**src/rtl/amx_pkg.sv**
```systemverilog
// Shared types, defaults and helpers for the AMX streaming dot-product core.
// Build option: AMX_SAT_EN selects saturating accumulation in amx_mac.
package amx_pkg;

  localparam int AMX_DATA_W = 6;
  localparam int AMX_LEN    = 4;
  localparam int AMX_ACC_W  = 16;
  localparam int AMX_OUT_W  = 8;

  typedef logic [1:0] state_t;

  localparam state_t S_A   = 2'd0;
  localparam state_t S_B   = 2'd1;
  localparam state_t S_OUT = 2'd2;

  // Output beats needed to carry one accumulator value.
  function automatic int nbeats(input int acc_w, input int out_w);
    return (acc_w + out_w - 1) / out_w;
  endfunction

  // Counter width that is never zero, even for a count of one.
  function automatic int cnt_w(input int n);
    return (n > 1) ? $clog2(n) : 1;
  endfunction

endpackage

```
**src/rtl/amx_mac.sv**
```systemverilog
// Registered multiply-accumulate for the AMX dot-product core.
// AMX_SAT_EN defined: clamp to all-ones on overflow with sticky ovf; otherwise wrap, ovf=0.
module amx_mac
  import amx_pkg::*;
#(
  parameter int DATA_W = AMX_DATA_W,
  parameter int ACC_W  = AMX_ACC_W
) (
  input  logic              clk,
  input  logic              rst,
  input  logic [DATA_W-1:0] a,
  input  logic [DATA_W-1:0] b,
  input  logic              en,
  input  logic              clr,
  output logic [ACC_W-1:0]  acc,
  output logic              ovf
);

  localparam int PW = 2 * DATA_W;

  logic [PW-1:0]    prod;
  logic [ACC_W-1:0] acc_reg;
  logic [ACC_W-1:0] acc_next;

  assign prod = PW'(a) * PW'(b);
  assign acc  = acc_reg;

`ifdef AMX_SAT_EN
  // One extra bit above the wider of product/accumulator exposes the true carry.
  localparam int SW = ((PW > ACC_W) ? PW : ACC_W) + 1;

  logic [SW-1:0] sum_wide;
  logic          sum_over;
  logic          ovf_reg;
  logic          ovf_next;

  always_comb begin
    sum_wide = SW'(acc_reg) + SW'(prod);
    sum_over = |(sum_wide >> ACC_W);
    acc_next = acc_reg;
    ovf_next = ovf_reg;
    if (clr) begin
      acc_next = '0;
      ovf_next = 1'b0;
    end else if (en) begin
      if (sum_over) begin
        acc_next = '1;
        ovf_next = 1'b1;
      end else begin
        acc_next = sum_wide[ACC_W-1:0];
      end
    end
  end

  always_ff @(posedge clk) begin
    if (rst) begin
      ovf_reg <= 1'b0;
    end else begin
      ovf_reg <= ovf_next;
    end
  end

  assign ovf = ovf_reg;
`else
  always_comb begin
    acc_next = acc_reg;
    if (clr) begin
      acc_next = '0;
    end else if (en) begin
      acc_next = acc_reg + ACC_W'(prod);
    end
  end

  assign ovf = 1'b0;
`endif

  always_ff @(posedge clk) begin
    if (rst) begin
      acc_reg <= '0;
    end else begin
      acc_reg <= acc_next;
    end
  end

endmodule

```
**src/rtl/amx_dot_core.sv**
```systemverilog
// Streaming dot-product engine: LEN (a,b) pairs in, ACC_W-bit result out as OUT_W-bit beats, LSB first.
// Build option: AMX_SAT_EN enables saturating accumulation and the sticky ovf flag.
module amx_dot_core
  import amx_pkg::*;
#(
  parameter int DATA_W = AMX_DATA_W,
  parameter int LEN    = AMX_LEN,
  parameter int ACC_W  = AMX_ACC_W,
  parameter int OUT_W  = AMX_OUT_W
) (
  input  logic              clk,
  input  logic              rst,
  input  logic [DATA_W-1:0] data_in,
  input  logic              in_valid,
  output logic              in_ready,
  output logic [OUT_W-1:0]  data_out,
  output logic              out_valid,
  input  logic              out_ready,
  output logic              out_last,
  output logic              ovf
);

  localparam int NB  = nbeats(ACC_W, OUT_W);
  localparam int PCW = cnt_w(LEN);
  localparam int BCW = cnt_w(NB);

  state_t            state_reg;
  state_t            state_next;
  logic [DATA_W-1:0] a_reg;
  logic [DATA_W-1:0] a_next;
  logic [PCW-1:0]    pair_cnt_reg;
  logic [PCW-1:0]    pair_cnt_next;
  logic [BCW-1:0]    beat_cnt_reg;
  logic [BCW-1:0]    beat_cnt_next;

  logic                in_xfer;
  logic                out_xfer;
  logic                last_beat;
  logic                mac_en;
  logic                mac_clr;
  logic [ACC_W-1:0]    acc;
  logic [NB*OUT_W-1:0] acc_pad;
  logic [OUT_W-1:0]    beats [NB];

  assign in_ready  = (state_reg != S_OUT);
  assign out_valid = (state_reg == S_OUT);
  assign in_xfer   = in_valid && in_ready;
  assign out_xfer  = out_valid && out_ready;
  assign last_beat = (beat_cnt_reg == BCW'(NB - 1));
  assign out_last  = out_valid && last_beat;

  // Zero-fill above ACC_W so the final beat's unused upper bits read as 0.
  always_comb begin
    acc_pad            = '0;
    acc_pad[ACC_W-1:0] = acc;
  end

  for (genvar gi = 0; gi < NB; gi++) begin : g_beat
    assign beats[gi] = acc_pad[gi*OUT_W +: OUT_W];
  end

  assign data_out = out_valid ? beats[beat_cnt_reg] : '0;

  always_comb begin
    state_next    = state_reg;
    a_next        = a_reg;
    pair_cnt_next = pair_cnt_reg;
    beat_cnt_next = beat_cnt_reg;
    mac_en        = 1'b0;
    mac_clr       = 1'b0;
    case (state_reg)
      S_A: begin
        if (in_xfer) begin
          a_next     = data_in;
          state_next = S_B;
        end
      end
      S_B: begin
        if (in_xfer) begin
          mac_en = 1'b1;
          if (pair_cnt_reg == PCW'(LEN - 1)) begin
            pair_cnt_next = '0;
            state_next    = S_OUT;
          end else begin
            pair_cnt_next = pair_cnt_reg + 1'b1;
            state_next    = S_A;
          end
        end
      end
      S_OUT: begin
        if (out_xfer) begin
          if (last_beat) begin
            beat_cnt_next = '0;
            mac_clr       = 1'b1;
            state_next    = S_A;
          end else begin
            beat_cnt_next = beat_cnt_reg + 1'b1;
          end
        end
      end
      default: begin
        state_next = S_A;
      end
    endcase
  end

  always_ff @(posedge clk) begin
    if (rst) begin
      state_reg    <= S_A;
      a_reg        <= '0;
      pair_cnt_reg <= '0;
      beat_cnt_reg <= '0;
    end else begin
      state_reg    <= state_next;
      a_reg        <= a_next;
      pair_cnt_reg <= pair_cnt_next;
      beat_cnt_reg <= beat_cnt_next;
    end
  end

  // b arrives on data_in during S_B, paired with the a latched in S_A.
  amx_mac #(
    .DATA_W(DATA_W),
    .ACC_W (ACC_W)
  ) u_mac (
    .clk(clk),
    .rst(rst),
    .a  (a_reg),
    .b  (data_in),
    .en (mac_en),
    .clr(mac_clr),
    .acc(acc),
    .ovf(ovf)
  );

endmodule

```
**config.mk**
```make
export PLATFORM = sky130hd
export DESIGN_NAME = amx_dot_core
export DESIGN_NICKNAME = d
export VERILOG_FILES = /design/src/rtl/amx_pkg.sv /design/src/rtl/amx_mac.sv /design/src/rtl/amx_dot_core.sv
export SDC_FILE = /design/constraint.sdc
export NUM_CORES = 1
export LEC_CHECK = 0
export ABC_CLOCK_PERIOD_IN_PS = 4800
export BUFFER_PORTS_ARGS = -buffer_cell sky130_fd_sc_hd__buf_2
export CAP_MARGIN = 20
export CORE_UTILIZATION = 55
export DETAILED_ROUTE_END_ITERATION = 16
export GPL_TIMING_DRIVEN = 0
export PLACE_DENSITY = 0.77
export SETUP_SLACK_MARGIN = 0.1
export SLEW_MARGIN = 0
export SYNTH_ARGS = -nofsm -noshare
export SYNTH_HDL_FRONTEND = slang
export SYNTH_SLANG_ARGS = --single-unit
export TNS_END_PERCENT = 5
```
**constraint.sdc**
```tcl
create_clock -name clk -period 4.8 [get_ports clk]
set_input_delay 0.96 -clock clk [delete_from_list [all_inputs] [get_ports clk]]
set_output_delay 0.96 -clock clk [all_outputs]
set_load 0.005 [all_outputs]
```
Word-level counts from Yosys, hierarchy flattened
Index checks and enable logic that the tools add are counted.

Register bits: 27. Bits of input ports: 10. Output and inout bits: 12. Word-level logic and storage cells: 45.

Add/sub/neg operators: 3. $mul: 1. $lt $le $gt $ge: 1. Equal/unequal tests: 8. Muxes and demuxes: 17. Bitwise gates (word level): 1. Reduce and logical (&&, ||, !) cells: 9.

Operator list (number): 8-bit 2-to-1 mux (4); 16-bit by 12-bit adder with 16-bit output (1); 6-bit by 6-bit multiplier with 12-bit output (1); 2-bit 2-to-1 mux (6); 1-bit 2-to-1 mux (6); 2-bit != test, second input constant (3); 2-bit case mux with 3 select lines (1); 2-bit AND reduction (3); 2-bit equality test, second input constant (2); 2-bit by 1-bit != test with 1-bit output, second input constant (2); 4-bit AND reduction (1); 1-bit logical AND (3); 2-bit by 1-bit adder with 2-bit output, second input constant (1); 2-bit by 1-bit equality test with 1-bit output, second input constant (1); 2-bit >= comparator, second input constant (1); 2-bit zero test (1); 1-bit NOT with 2-bit output (1); 2-bit OR reduction (1); 1-bit adder, second input constant (1).

Longest topological paths before layout
Depth in word-level cells: 5. Mapped depth: 15. Depth with buffers taken out: 15.

Cells and area by module
From an unflattened synthesis, not the netlist that was laid out.

Cells, all modules: 322. Area, all modules: 2812.7 sq um.

By module, submodules not included: amx_mac (times used 1, cells each 260, area an instance 2242.2 sq um); amx_dot_core (times used 1, cells each 62, area an instance 570.5 sq um).

Worst setup path before layout
OpenSTA, ideal clock, no wires.

Path type: input to register. Start point: in data_in[5]. End point: reg u_mac.acc_reg[12] (netlist: u_mac.acc[12]). Library setup time: 0.116 ns. Arrival: 4.640 ns. Path slack: 0.044 ns. Stages: 13. Buffers on the path: 0. Cells stage by stage: and2_1 -> fa_1 -> fa_1 -> fa_1 -> inv_1 -> fa_1 -> inv_1 -> ha_1 -> a211oi_2 -> o21bai_1 -> a221o_1 -> a211o_1 -> a41o_1.

Word-level cells in the longest chain between the ends: 2.

Ends and longest elaborated chain: start, declared (RTL line amx_dot_core.sv:13) `input logic [DATA_W-1:0] data_in,`; 6-bit by 6-bit multiplier with 12-bit output (RTL line amx_mac.sv:25) `assign prod = PW'(a) * PW'(b);`; 16-bit by 12-bit adder with 16-bit output (RTL line amx_mac.sv:70) `acc_next = acc_reg + ACC_W'(prod);`; end signal, assigned (RTL line amx_mac.sv:81) `acc_reg <= acc_next;`; end, declared (RTL line amx_mac.sv:22) `logic [ACC_W-1:0] acc_reg;`.

No other way between the ends. A chain may end at the register's enable or synchronous reset.

Final worst setup path
Start point: in data_in[2]. End point: reg u_mac.acc_reg[11] (netlist: u_mac.acc[11]).

The elaborated chain is that of the path after synthesis.

==> impl_metrics.yaml <==
run_status:
  status: "completed"
floorplanning:
  die_h_um: 74.7
  die_w_um: 74.7
  start_util_pct: 56.8
  fp-row-count: 26
  dieArea_um2: 5570
  ios: 22
  coreArea_um2: 5110
job:
  max-cap-violations: 0
finish:
  layout_common_cells: "43 x inv_1, 32 x and2_1, 27 x dfxtp_1"
  largest_reg_flops: 16
  num-fill-cells: 447
  regArea_um2: 541
  antennaDiodeCount: 0
  drive_gt1_share_pct: 13.3
  area_delta_synth_final_pct: 10.9
  fin_nets: 429
  multiInputGateArea_um2: 2210
  final_cells: 432
  final_common_cell: "inv_1"
min_path:
  min_path_type: "flip-flop to flip-flop"
  holdPathEnd: "pair_cnt_reg[1]"
  hold_path_depth: 2
  min-delay-start: "pair_cnt_reg[1]"
placed_design:
  dpl.hpwl_mm: 5.08
  dp_slack_ps: -306
  dp.cells: 427
  io_buffer_count: 20
  gp_congestion: 0.818
pwr:
  seq_power_share_pct: 40.4
  p_total_mw: 0.609
  peakVddDrop_mv: 0.145
  leakage_nw: 1.57
  p_sw_share_pct: 36.8
  switchingPower_mw: 0.224
  power_density_nw_per_um2: 189
  p_int_mw: 0.385
  clock_power_share_pct: 24.4
  p_comb_share_pct: 35.2
timing:
  tightest_slew_ps: 748
  relSlewSlack_pct: 49.9
  grt_setup_unrepaired: "true"
  final_max_slew_viol_count: 0
  hold_viol: 0
  fin_ws_ps: 135
  fin_crit_sh_pct: 97.2
  clock.fmax_mhz: 214
  finClkSkew_ps: 5.42
  setup_viol: 0
  finalCriticalPeriod_ps: 4660
  fin_setup_tns_ps: 0
drt:
  vias_per_cell: 5.74
  num_vias: 2479
  drt_iter0_markers: 90
  routed_wl_mm: 6.39
  drc: 0
  post_drt_wl_per_cell_um: 14.8
  drtPass1Iterations: 4
  ant_nets: 0
global_route:
  use_met1_pct: 32.0
  grt_max_degree: 18
  gr-max-usage-layer: "met2"
  grt_use_total_pct: 23.7
  antenna_found_initial: 0
  met3_usage_pct: 3.61
  grt_pass1_vias: 2228
  gr-total-overflow: 0
  grt.met2_usage_pct: 40.1
  grt_pass1_wl_mm: 10.0
cts:
  cts_sinks: 27
  cts_tree: "built"
  postCtsHoldBufs: 0
  clkTransAtPathRegs_ps: 110
  numCtsBuffers: 3
  cts.htree.levels: 1
  insertion_delay_ps: 290
  clockBufferDepth: 2
  cts_root_buf: "clkbuf_8"
setup_path:
  required_ps: 4980
  crit_fanout: 7
  r2r_slack_ps: 480
  crit_path_cell_trace: "buf_2 -> and2_1 -> fa_1 -> inv_1 -> fa_1 -> inv_1 -> fa_1 -> inv_1 -> fa_1 -> inv_1 -> ha_4 -> o21ai_1 -> o21bai_1 -> a21oi_2 -> o2111ai_2 -> or3b_1"
  r2r_cells: 12
  rr_startpoint: "a_reg[2]"
  end_kind: "flip-flop"
  critPathBufInv: 5
  crit_family: "adder cells"
  critPathKind: "input port to flip-flop"
  slowest_delay_ps: 540
  r2r-end: "u_mac.acc[12]"
  arrival_ps: 4850
  critPathSlowestCell: "fa_1"
  cp-start-kind: "input port"
logic_synthesis:
  synth_warnings: 0
  postSynthAreaPerCell_um2: 8.61
  synth-async-reset-ratio_pct: 0
  synth_edf_count: 0
  ys_seq_area_share_pct: 18.6
  synth_nets: 403
  synth_top_area_cell: "dfxtp_1"
  post-synth-top-area-fraction_pct: 18.6
  yosys_most_used_dff: "dfxtp_1"
  synth_area_um2: 2900
  synth_seq_cells: 27
  synth_cell_types: 53
  synth.area.top_cells: "dfxtp_1 19%, fa_1 18%, ha_1 13%"
  syn_inst: 337
## worst reg2reg max path, cell delays in order (launching register included)
cell,delay [ps]
dfxtp_1,480
nand2_1,120
fa_1,540
inv_1,50
fa_1,510
fa_1,570
fa_1,460
ha_4,290
a211oi_2,230
o21bai_2,110
a221o_1,350
a211o_1,280
a41o_1,230
## logic make-up after synthesis
| group | Yosys count | synth area share, % |
|---|---|---|
| AOI/OAI and AO/OA | 57 | 14.2 |
| xor gates and xnor gates | 4 | 1.21 |
| adders and majority gates | 56 | 30.9 |
| buffers and inverters | 55 | 7.50 |
| DFF | 27 | 18.6 |
| muxes | 16 | 5.52 |
| other | 1 | 0.129 |
| and+or+nand+nor | 121 | 21.9 |
## Yosys cell counts, types with 3 or more instances
| cell type | instances |
|---|---|
| and2_1 | 32 |
| nand2_1 | 25 |
| dfxtp_1 | 27 |
| a21oi_1 | 13 |
| nor3_1 | 10 |
| o21ai_0 | 6 |
| or3_1 | 4 |
| mux2i_1 | 16 |
| inv_1 | 43 |
| and3_1 | 5 |
| nand3_1 | 7 |
| ha_1 | 30 |
| a21o_1 | 4 |
| a211oi_1 | 5 |
| o31ai_1 | 3 |
| fa_1 | 26 |
| buf_2 | 3 |
| nor2_1 | 25 |
| clkbuf_1 | 4 |
| a31oi_1 | 3 |
## power groups by stage
stage / sequential [mW] / clock, mW / combinational [mW]
after floorplan: 0.246 / 0 / 0.159
after global placement: 0.250 / 0 / 0.197
after detailed placement: 0.251 / 0 / 0.203
after CTS: 0.246 / 0.151 / 0.209
after global routing: 0.247 / 0.161 / 0.242
final: 0.246 / 0.149 / 0.214
## timing repair
item                       CTS  global route
setup endpoints to repair    5             7
gates resized for setup      3             9
buffers inserted             0             1
pin swaps                    2             6
## final cells by class
type                    count  area share, %
clock inverters             1          0.272
inverters                  44           5.13
repair buffers             21           3.34
clock buffers               3           1.28
flip-flops and latches     27           16.8
well taps                  70           2.72
multi-input cells         255           68.8
plain buffers              11           1.63
## per-layer routing
metal  part of all wire [%]  vias up
met2                     49       54
met3                    5.0       14
met4                    1.8        0
met1                     44     1218
li1                       -     1193
met5                      0        -
## through the flow
step,utilization [%],instance area (µm²),hold slack (ps)
2_1_floorplan,-,2920,440
3_3_place_gp,60.8,3110,447
3_5_place_dp,60.8,3110,465
4_1_cts,62.2,3170,481
5_1_grt,63.0,3220,507
6_report,63.0,3220,479
## worst max path at each step
stage	startpoint	end	slack, ps	depth (start not counted)
floorplan	data_in[5]	u_mac.acc[12]	130	13
global placement	data_in[2]	u_mac.acc[13]	-230	16
detailed placement	data_in[2]	u_mac.acc[13]	-310	16
CTS	data_in[2]	u_mac.acc[13]	110	16
global route	data_in[5]	u_mac.acc[12]	30	13
finish	data_in[2]	u_mac.acc[11]	140	16
Power figures use the tool's default switching activity.
